<file path="src/rtl/cpu_run_ctrl.sv">
// Run controller for the CPU core: clock-enable FSM with boot window, run/pause/step and halt capture.
// Define CPU_RUN_CTRL_WDOG_EN to build the watchdog that forces TIMEOUT after wdog_limit enabled cycles.
module cpu_run_ctrl #(
  parameter int CNT_W    = 32,
  parameter int STEP_W   = 16,
  parameter int WDOG_W   = 24,
  parameter int BOOT_CYC = 4
) (
  input  logic              clk,
  input  logic              reset,
  input  logic              start,
  input  logic              stop,
  input  logic              step,
  input  logic [STEP_W-1:0] step_count,
  input  logic [WDOG_W-1:0] wdog_limit,
  input  logic              cpu_halted,
  output logic              cpu_en,
  output logic              cpu_reset,
  output logic              done,
  output logic              timeout,
  output logic [2:0]        status,
  output logic [CNT_W-1:0]  cycle_count
);

  localparam logic [2:0] S_IDLE    = 3'd0;
  localparam logic [2:0] S_BOOT    = 3'd1;
  localparam logic [2:0] S_RUN     = 3'd2;
  localparam logic [2:0] S_STEP    = 3'd3;
  localparam logic [2:0] S_PAUSE   = 3'd4;
  localparam logic [2:0] S_HALTED  = 3'd5;
  localparam logic [2:0] S_TIMEOUT = 3'd6;

  localparam logic [7:0] BOOT_LAST = 8'(BOOT_CYC - 1);

  logic [2:0]        state;
  logic [2:0]        state_nx;
  logic              kind_step;
  logic [STEP_W-1:0] step_rem;
  logic [7:0]        boot_cnt;
  logic              step_ok;
  logic              expire;
  logic              boot_entry;
  logic              boot_exit;

  assign step_ok    = step && (step_count != '0);
  assign status     = state;
  assign boot_entry = (state_nx == S_BOOT) && (state != S_BOOT);
  assign boot_exit  = (state == S_BOOT) && (state_nx != S_BOOT);

  // Each branch lists its conditions in priority order: halt, expiry, stop, start, step.
  always_comb begin
    state_nx = state;
    case (state)
      S_IDLE, S_HALTED, S_TIMEOUT: begin
        if (start || step_ok) state_nx = S_BOOT;
      end
      S_BOOT: begin
        if (boot_cnt == BOOT_LAST) state_nx = kind_step ? S_STEP : S_RUN;
      end
      S_RUN: begin
        if (cpu_halted)  state_nx = S_HALTED;
        else if (expire) state_nx = S_TIMEOUT;
        else if (stop)   state_nx = S_PAUSE;
      end
      S_STEP: begin
        if (cpu_halted)                     state_nx = S_HALTED;
        else if (expire)                    state_nx = S_TIMEOUT;
        else if (stop)                      state_nx = S_PAUSE;
        else if (step_rem == STEP_W'(1))    state_nx = S_PAUSE;
      end
      S_PAUSE: begin
        if (cpu_halted)   state_nx = S_HALTED;
        else if (start)   state_nx = S_RUN;
        else if (step_ok) state_nx = S_STEP;
      end
      default: state_nx = S_IDLE;
    endcase
  end

  // Outputs are registered from the next state so they line up with the state entered at each edge.
  always_ff @(posedge clk) begin
    if (reset) begin
      state       <= S_IDLE;
      cpu_en      <= 1'b0;
      cpu_reset   <= 1'b1;
      done        <= 1'b0;
      cycle_count <= '0;
      kind_step   <= 1'b0;
      step_rem    <= '0;
      boot_cnt    <= '0;
    end else begin
      state     <= state_nx;
      cpu_en    <= (state_nx == S_RUN) || (state_nx == S_STEP);
      cpu_reset <= (state_nx == S_IDLE) || (state_nx == S_BOOT);
      done      <= (state_nx == S_HALTED) && (state != S_HALTED);
      boot_cnt  <= (state == S_BOOT) ? boot_cnt + 8'd1 : 8'd0;

      if (boot_entry) begin
        kind_step <= !start;
      end

      if (boot_entry && !start) begin
        step_rem <= step_count;
      end else if ((state == S_PAUSE) && (state_nx == S_STEP)) begin
        step_rem <= step_count;
      end else if (state == S_STEP) begin
        step_rem <= step_rem - STEP_W'(1);
      end

      if (boot_entry) begin
        cycle_count <= '0;
      end else if (cpu_en && (cycle_count != '1)) begin
        cycle_count <= cycle_count + CNT_W'(1);
      end
    end
  end

`ifdef CPU_RUN_CTRL_WDOG_EN
  logic [WDOG_W-1:0] wdog_cnt;
  logic [WDOG_W:0]   wdog_inc;

  // Expire on the edge that completes the wdog_limit-th enabled cycle, so that cycle is still counted.
  assign wdog_inc = {1'b0, wdog_cnt} + (WDOG_W + 1)'(1);
  assign expire   = ((state == S_RUN) || (state == S_STEP)) && (wdog_limit != '0) &&
                    (wdog_inc == {1'b0, wdog_limit});

  always_ff @(posedge clk) begin
    if (reset) begin
      wdog_cnt <= '0;
      timeout  <= 1'b0;
    end else begin
      if (boot_exit) begin
        wdog_cnt <= '0;
      end else if (cpu_en) begin
        wdog_cnt <= wdog_cnt + WDOG_W'(1);
      end

      if ((state_nx == S_TIMEOUT) && (state != S_TIMEOUT)) begin
        timeout <= 1'b1;
      end else if (boot_entry) begin
        timeout <= 1'b0;
      end
    end
  end
`else
  logic unused_wdog;

  assign unused_wdog = ^{wdog_limit, boot_exit};
  assign expire      = 1'b0;
  assign timeout     = 1'b0;
`endif

endmodule
</file>
<file path="config.mk">
export PLATFORM = sky130hd
export DESIGN_NAME = cpu_run_ctrl
export DESIGN_NICKNAME = d
export VERILOG_FILES = /design/src/rtl/cpu_run_ctrl.sv
export SDC_FILE = /design/constraint.sdc
export NUM_CORES = 1
export LEC_CHECK = 0
export CAP_MARGIN = 20
export CORE_MARGIN = 2
export CORE_UTILIZATION = 45
export CTS_CLUSTER_DIAMETER = 60
export DETAILED_ROUTE_END_ITERATION = 16
export PLACE_DENSITY = 0.75
export SLEW_MARGIN = 15
export SYNTH_ARGS = -nofsm -noshare
export SYNTH_HDL_FRONTEND = slang
export SYNTH_SLANG_ARGS = --single-unit
</file>
<file path="constraint.sdc">
create_clock -name clk -period 5.8 [get_ports clk]
set_input_delay 0.58 -clock clk [delete_from_list [all_inputs] [get_ports clk]]
set_output_delay 0.58 -clock clk [all_outputs]
set_load 0.02 [all_outputs]
</file>
=== Yosys cells after proc, flatten, opt, wreduce, memory -nomap -nowiden ===
Cells that the tools add are included.

* Latch bits: 0
* RAM bits: 0
* Word-level logic and storage cells: 59
* Register bits after elaboration: 63
* Memories kept: 0
* Memory bits (read-only): 0
* Output and inout bits: 39

* Equal/unequal tests: 15
* Shifts and indexed selects: 0
* Muxes and demuxes: 15
* Div/mod/pow operators: 0
* Reduce and logical (&&, ||, !) cells: 17
* $add $sub $neg: 3
* Multipliers: 0
* Bitwise logic cells: 1
* Order comparisons: 0

{| class="wikitable"
|+ Operators by type and width
! cell !! number
|-
| $mux W16 || 3
|-
| $add A32 B1 Y32 const B || 1
|-
| $ne A32 B32 Y1 const B || 1
|-
| $mux W3 || 10
|-
| $eq A16 B1 Y1 const B || 1
|-
| $reduce_bool A16 Y1 || 1
|-
| $sub A16 B1 Y16 const B || 1
|-
| $pmux W3 S5 || 1
|-
| $eq A3 B2 Y1 const B || 4
|-
| $eq A3 B3 Y1 const B || 4
|-
| $add A8 B1 Y8 const B || 1
|-
| $eq A8 B2 Y1 const B || 1
|-
| $eq A3 B1 Y1 const B || 2
|-
| $logic_and A1 B1 Y1 || 6
|-
| $logic_not A3 Y1 || 2
|-
| $reduce_or A2 Y1 || 2
|-
| $logic_or A1 B1 Y1 || 3
|-
| $ne A3 B1 Y1 const B || 1
|-
| $ne A3 B3 Y1 const B || 1
|-
| $reduce_bool A3 Y1 || 1
|-
| $reduce_or A3 Y1 || 1
|-
| $logic_not A1 Y1 || 1
|-
| $mux W1 || 1
|-
| $not A1 Y1 || 1
|}

=== Logic depth before layout (Yosys ltp) ===
* Depth after elaboration: 10
* Mapped depth: 11
* Mapped depth without buffers: 9

=== Worst setup path after synthesis ===
No wires, ideal clock.

* Path type: register to register
* Start: register step_rem[1]
* End: register step_rem[15]
* Stages on the path, launching flop included: 11
* Arrival time: 2.467 ns
* Setup slack: 3.200 ns
* Clock period less this slack: 2.600 ns
* Required time: 5.666 ns
* Cells stage by stage: dfxtp_1 > inv_1 > ha_1 > or4b_2 > nor4_4 > a21oi_1 > or3_4 > o31a_1 > buf_6 > a31oi_2 > o22ai_1

* Longest elaborated chain between the ends: 9
* Elaborated cells on any way between the ends: 15
* Those cells by class: add/sub: 1; eq/ne: 3; mux: 7; reduce/logical: 4

{| class="wikitable"
|+ Ends and longest elaborated chain
! item !! RTL line !! RTL
|-
| start: declaration || 38 || <nowiki>logic [STEP_W-1:0] step_rem;</nowiki>
|-
| start signal: assignment || 103 || <nowiki>step_rem <= step_count;</nowiki>
|-
| start signal: assignment || 105 || <nowiki>step_rem <= step_count;</nowiki>
|-
| start signal: assignment || 107 || <nowiki>step_rem <= step_rem - STEP_W'(1);</nowiki>
|-
| $eq A16 B1 Y1 || 69 || <nowiki>else if (step_rem == STEP_W'(1)) state_nx = S_PAUSE;</nowiki>
|-
| $mux W3 || 69 ||
|-
| $mux W3 || 68 || <nowiki>else if (stop) state_nx = S_PAUSE;</nowiki>
|-
| $mux W3 || 66 || <nowiki>if (cpu_halted) state_nx = S_HALTED;</nowiki>
|-
| $pmux W3 S5 || 53 || <nowiki>case (state)</nowiki>
|-
| $eq A3 B2 Y1 or $eq A3 B1 Y1 (tied branches) || 104, 47 ||
|-
| $logic_and A1 B1 Y1, on equally long branches || 104, 47 ||
|-
| $mux W16 or $logic_and A1 B1 Y1 (tied branches) || 104, 102 ||
|-
| $mux W16 or $reduce_bool A3 Y1 (tied branches) || -- ||
|}

Several ways; a longest one is shown, not always the timed one. The select of a mux whose other input is x is not followed.
A chain may end at the register's enable or synchronous reset.

=== Worst setup path after layout ===
* Start: input step_count[11]
* End: register cycle_count[2]

* Longest elaborated chain between the ends: 9
* Elaborated cells on any way between the ends: 11
* Those cells by class: eq/ne: 1; mux: 5; reduce/logical: 5

{| class="wikitable"
|+ Ends and longest elaborated chain
! item !! RTL line !! RTL
|-
| start: declaration || 14 || <nowiki>input logic [STEP_W-1:0] step_count,</nowiki>
|-
| $reduce_bool A16 Y1 * || 45 || <nowiki>assign step_ok = step && (step_count != '0);</nowiki>
|-
| $logic_and A1 B1 Y1 * || 45 ||
|-
| $mux W3 || 74 || <nowiki>else if (step_ok) state_nx = S_STEP;</nowiki>
|-
| $mux W3 || 73 || <nowiki>else if (start) state_nx = S_RUN;</nowiki>
|-
| $mux W3 || 72 || <nowiki>if (cpu_halted) state_nx = S_HALTED;</nowiki>
|-
| $pmux W3 S5 * || 53 ||
|-
| $eq A3 B1 Y1 * || 47 || <nowiki>assign boot_entry = (state_nx == S_BOOT) && (state != S_BOOT);</nowiki>
|-
| $logic_and A1 B1 Y1 * || 47 ||
|-
| $reduce_or A2 Y1 (no source line) * || -- ||
|-
| end signal: assignment || 113 || <nowiki>cycle_count <= cycle_count + CNT_W'(1);</nowiki>
|-
| end: declaration || 22 || <nowiki>output logic [CNT_W-1:0] cycle_count</nowiki>
|}

Every way passes the cells marked *; elsewhere a longest branch is shown, timed or not.

==> metrics.md <==
| Metric | Value |
|---|---|
| Path depth of the worst reg2reg path | `8` |
| Reg-to-reg startpoint | `step_rem[6]` |
| Initial core utilization | `between 40 and 50%` |
| Total GRT Usage | `about a fifth` |
| Most frequent cells in the layout | `nor2_1, dfxtp_1, clkdlybuf4s50_1` |
| CORE AREA | `between 0.006 and 0.007 sq mm` |
| Final Non-Filler Cells | `530` |
| Hold_buf cts | `0` |
| CTS Buf Count | `9` |
| Peak VDD IR | `0.1312 mV` |
| Layout cells sized above 1 | `approximately 6.2%` |
| Max frequency | `302.8 MHz` |
| Final #Nets | `about 480` |
| DRC | `0` |
| Antenna Cells | `0` |
| Setup bufs post-CTS | `0` |
| Syn Nets | `approximately 430` |
| Area grow syn2layout | `25.12%` |
| Resized Gates After CTS | `0` |
| Syn Std Cell Area | `0.003203 sq mm` |
| Crit path required time | `6.01 ns` |
| Final Power | `934.9 uW` |
| Synth async-reset ratio | `0%` |
| Via count | `between 2000 and 3000` |
| Largest net degree at the start of global routing | `33` |
| WL final | `7.029 mm` |
| Clk_lat worst skew | `0.34 ns` |
| CTS sink count | `63` |
| Beginning of the worst hold path | `boot_cnt[0]` |
| Area of the multi-input gates | `0.001793 sq mm` |
| Synth Flop Type | `dfxtp_1` |
| Post-route antenna net violation count | `0` |
| CTS tree | `done` |
| Period utilization | `between 50% and 60%` |
| DIE AREA | `between 0.007 and 0.008 sq mm` |
| Min cycle time layout | `between 3 and 4 ns` |
| Leak pwr | `roughly 1.4 nW` |
| Top post-synthesis cells by area | `dfxtp_1, nor2_1, xor2_1` |
| First-pass GRT wire length | `11.85 mm` |
| Clock tree buffer depth | `2` |
| Setup repair after global routing missed its margin | `no` |
| Max H-tree Level | `3` |
| Clk root buf | `clkbuf_8` |
| Initial antenna violation count | `0` |
| Gate Count Post-Synth | `about 380` |
| Sequential area share after synthesis | `slightly below 40%` |
| Yosys top cell area share | `about two fifths` |
| Pwr per Cell Area | `~230 mW/mm^2` |
| Wire length per cell | `between 10 and 15 um` |
| TritonRoute pass-1 iters | `4` |
| Layout Skew | `roughly 0.013 ns` |
| Crit. End Element | `register` |
| Vias in the first global route | `about 2700` |
| Number of synthesized flops with an enable pin | `0` |
| Startpoint Class | `input pin` |
| Vias per inst | `5.313` |
| Final Hold Viols | `0` |
| R2R Setup Slk | `roughly 2.6 ns` |
| IO Pins | `85` |
| Gp weighted congestion | `slightly below 0.9` |
| Commonest non-fill, non-tap cell in the layout | `nor2_1` |
| DP HPWL | `slightly above 5 mm` |
| Actual slew at the worst max-slew pin | `a little under 1 ns` |
| Fillers | `between 600 and 700` |
| Critical path origin | `step_count[11]` |
| Critical Path AT | `roughly 3.5 ns` |
| Cell variety after synth | `between 50 and 60` |
| Std cell rows | `30` |
| Port Buffers | `59` |
| DRT iter0 DRCs | `86` |
| Largest area contributor in the netlist | `dfxtp_1` |
| Die height | `approximately 90 um` |
| Hold/Removal Path Class | `reg2reg` |
| Max cap viols | `0` |
| Class of the most critical setup path | `in2reg` |
| Crit path max fanout | `18` |
| Avg Inst Size Synth | `around 8.5 sq um` |
| Placed Cells | `roughly 510` |
| Status | `completed` |
| Slew Limit Fails | `0` |
| Clk slew on worst S/H paths | `0.07 ns` |
| Count of final setup violators | `0` |
| Die width | `88.37 um` |
| Synth warn | `0` |
| Crit path capture | `cycle_count[2]` |
| Post-route setup TNS | `0 ns` |
| End of the worst register-to-register path | `cycle_count[2]` |
| Register area | `0.001261 sq mm` |
| FF+latch count, synth | `between 60 and 70` |
| Gr ovfl total | `0` |
| Slew headroom | `34.77%` |
-- registers in the layout, summed over array words and instances (netlist names) --
register,count
boot_cnt,8
cpu_en,1
cpu_reset,1
cycle_count,32
done,1
kind_step,1
status,3
step_rem,16
-- how the worst min path moves through the flow --
| stage | endpoint | slack, ns | depth (start not counted) |
|---|---|---|---|
| after CTS | boot_cnt[0] | 0.44 | 1 |
| after global routing | boot_cnt[0] | 0.47 | 1 |
| after floorplan | boot_cnt[0] | 0.41 | 1 |
| after detailed placement | boot_cnt[0] | 0.43 | 1 |
| after global placement | boot_cnt[0] | 0.43 | 1 |
| final | boot_cnt[0] | 0.44 | 1 |
-- synth_stat cells (6+ instances only) --
cell type  number
inv_1           8
nor3_1         12
dfxtp_1        63
nand2_1        15
a211oi_1       14
nand3_1        25
nor2b_1         7
nor2_1         77
xnor2_1        20
buf_6           6
xor2_1         30
nand4_1        11
-- cell type report --
class | count | share of cell area (%)
inverters | 8 | 0.7493
clock inverters | 6 | 1.499
repair buffers | 60 | 15.11
well taps | 96 | 2.997
flip-flops and latches | 63 | 31.47
multi-input cells | 287 | 44.74
clock buffers | 10 | 3.434
-- kinds of logic (layout without fill, tap and decap cells) --
family                     Yosys count  count (layout)  share of synthesized area [%]
and+or+nand+nor                    187             187                          29.73
DFF                                 63              63                          39.38
xor gates and xnor gates            50              50                          13.67
AOI/OAI and AO/OA                   41              41                          9.610
buffers and inverters               25              84                          4.687
adders and majority gates            4               4                          1.563
muxes                                4               4                          1.250
other                                1               1                         0.1171
-- per-stage QoR --
stage	cell area, sq um	util, %	setup slack, ns	hold WS (ns)
final	4008	58.66	2.498	0.4425
after CTS	3991	58.42	2.307	0.4428
after floorplan	3203	-	3.200	0.4132
after global placement	3794	55.53	1.971	0.4278
after global routing	4008	58.66	2.235	0.4657
after detailed placement	3794	55.53	1.939	0.4337
-- layer usage --
layer / wire length, um / part of all wire [%] / GRT usage [%]
met1: 3330 / 47 / 23.40
met2: 3352 / 48 / 32.88
met3: 269 / 3.8 / 4.198
met4: 76 / 1.1 / 7.438
met5: 0 / 0 / 0
-- worst max-delay path: stages --
cell and delay (ns):
clkdlybuf4s50_1 0.42, nor4_1 0.51, nand4_1 0.25, mux2i_1 0.18, or3_4 0.35, nor4_2 0.33, or2_1 0.58, buf_8 0.24
nor3_1 0.07
-- power by group --
group | internal [mW] | switching [mW] | total (mW)
combinational | 0.0425 | 0.0530 | 0.0955
clock | 0.208 | 0.173 | 0.380
sequential | 0.446 | 0.0133 | 0.459
total | 0.696 | 0.239 | 0.935
(Power assumes the default switching activity.)
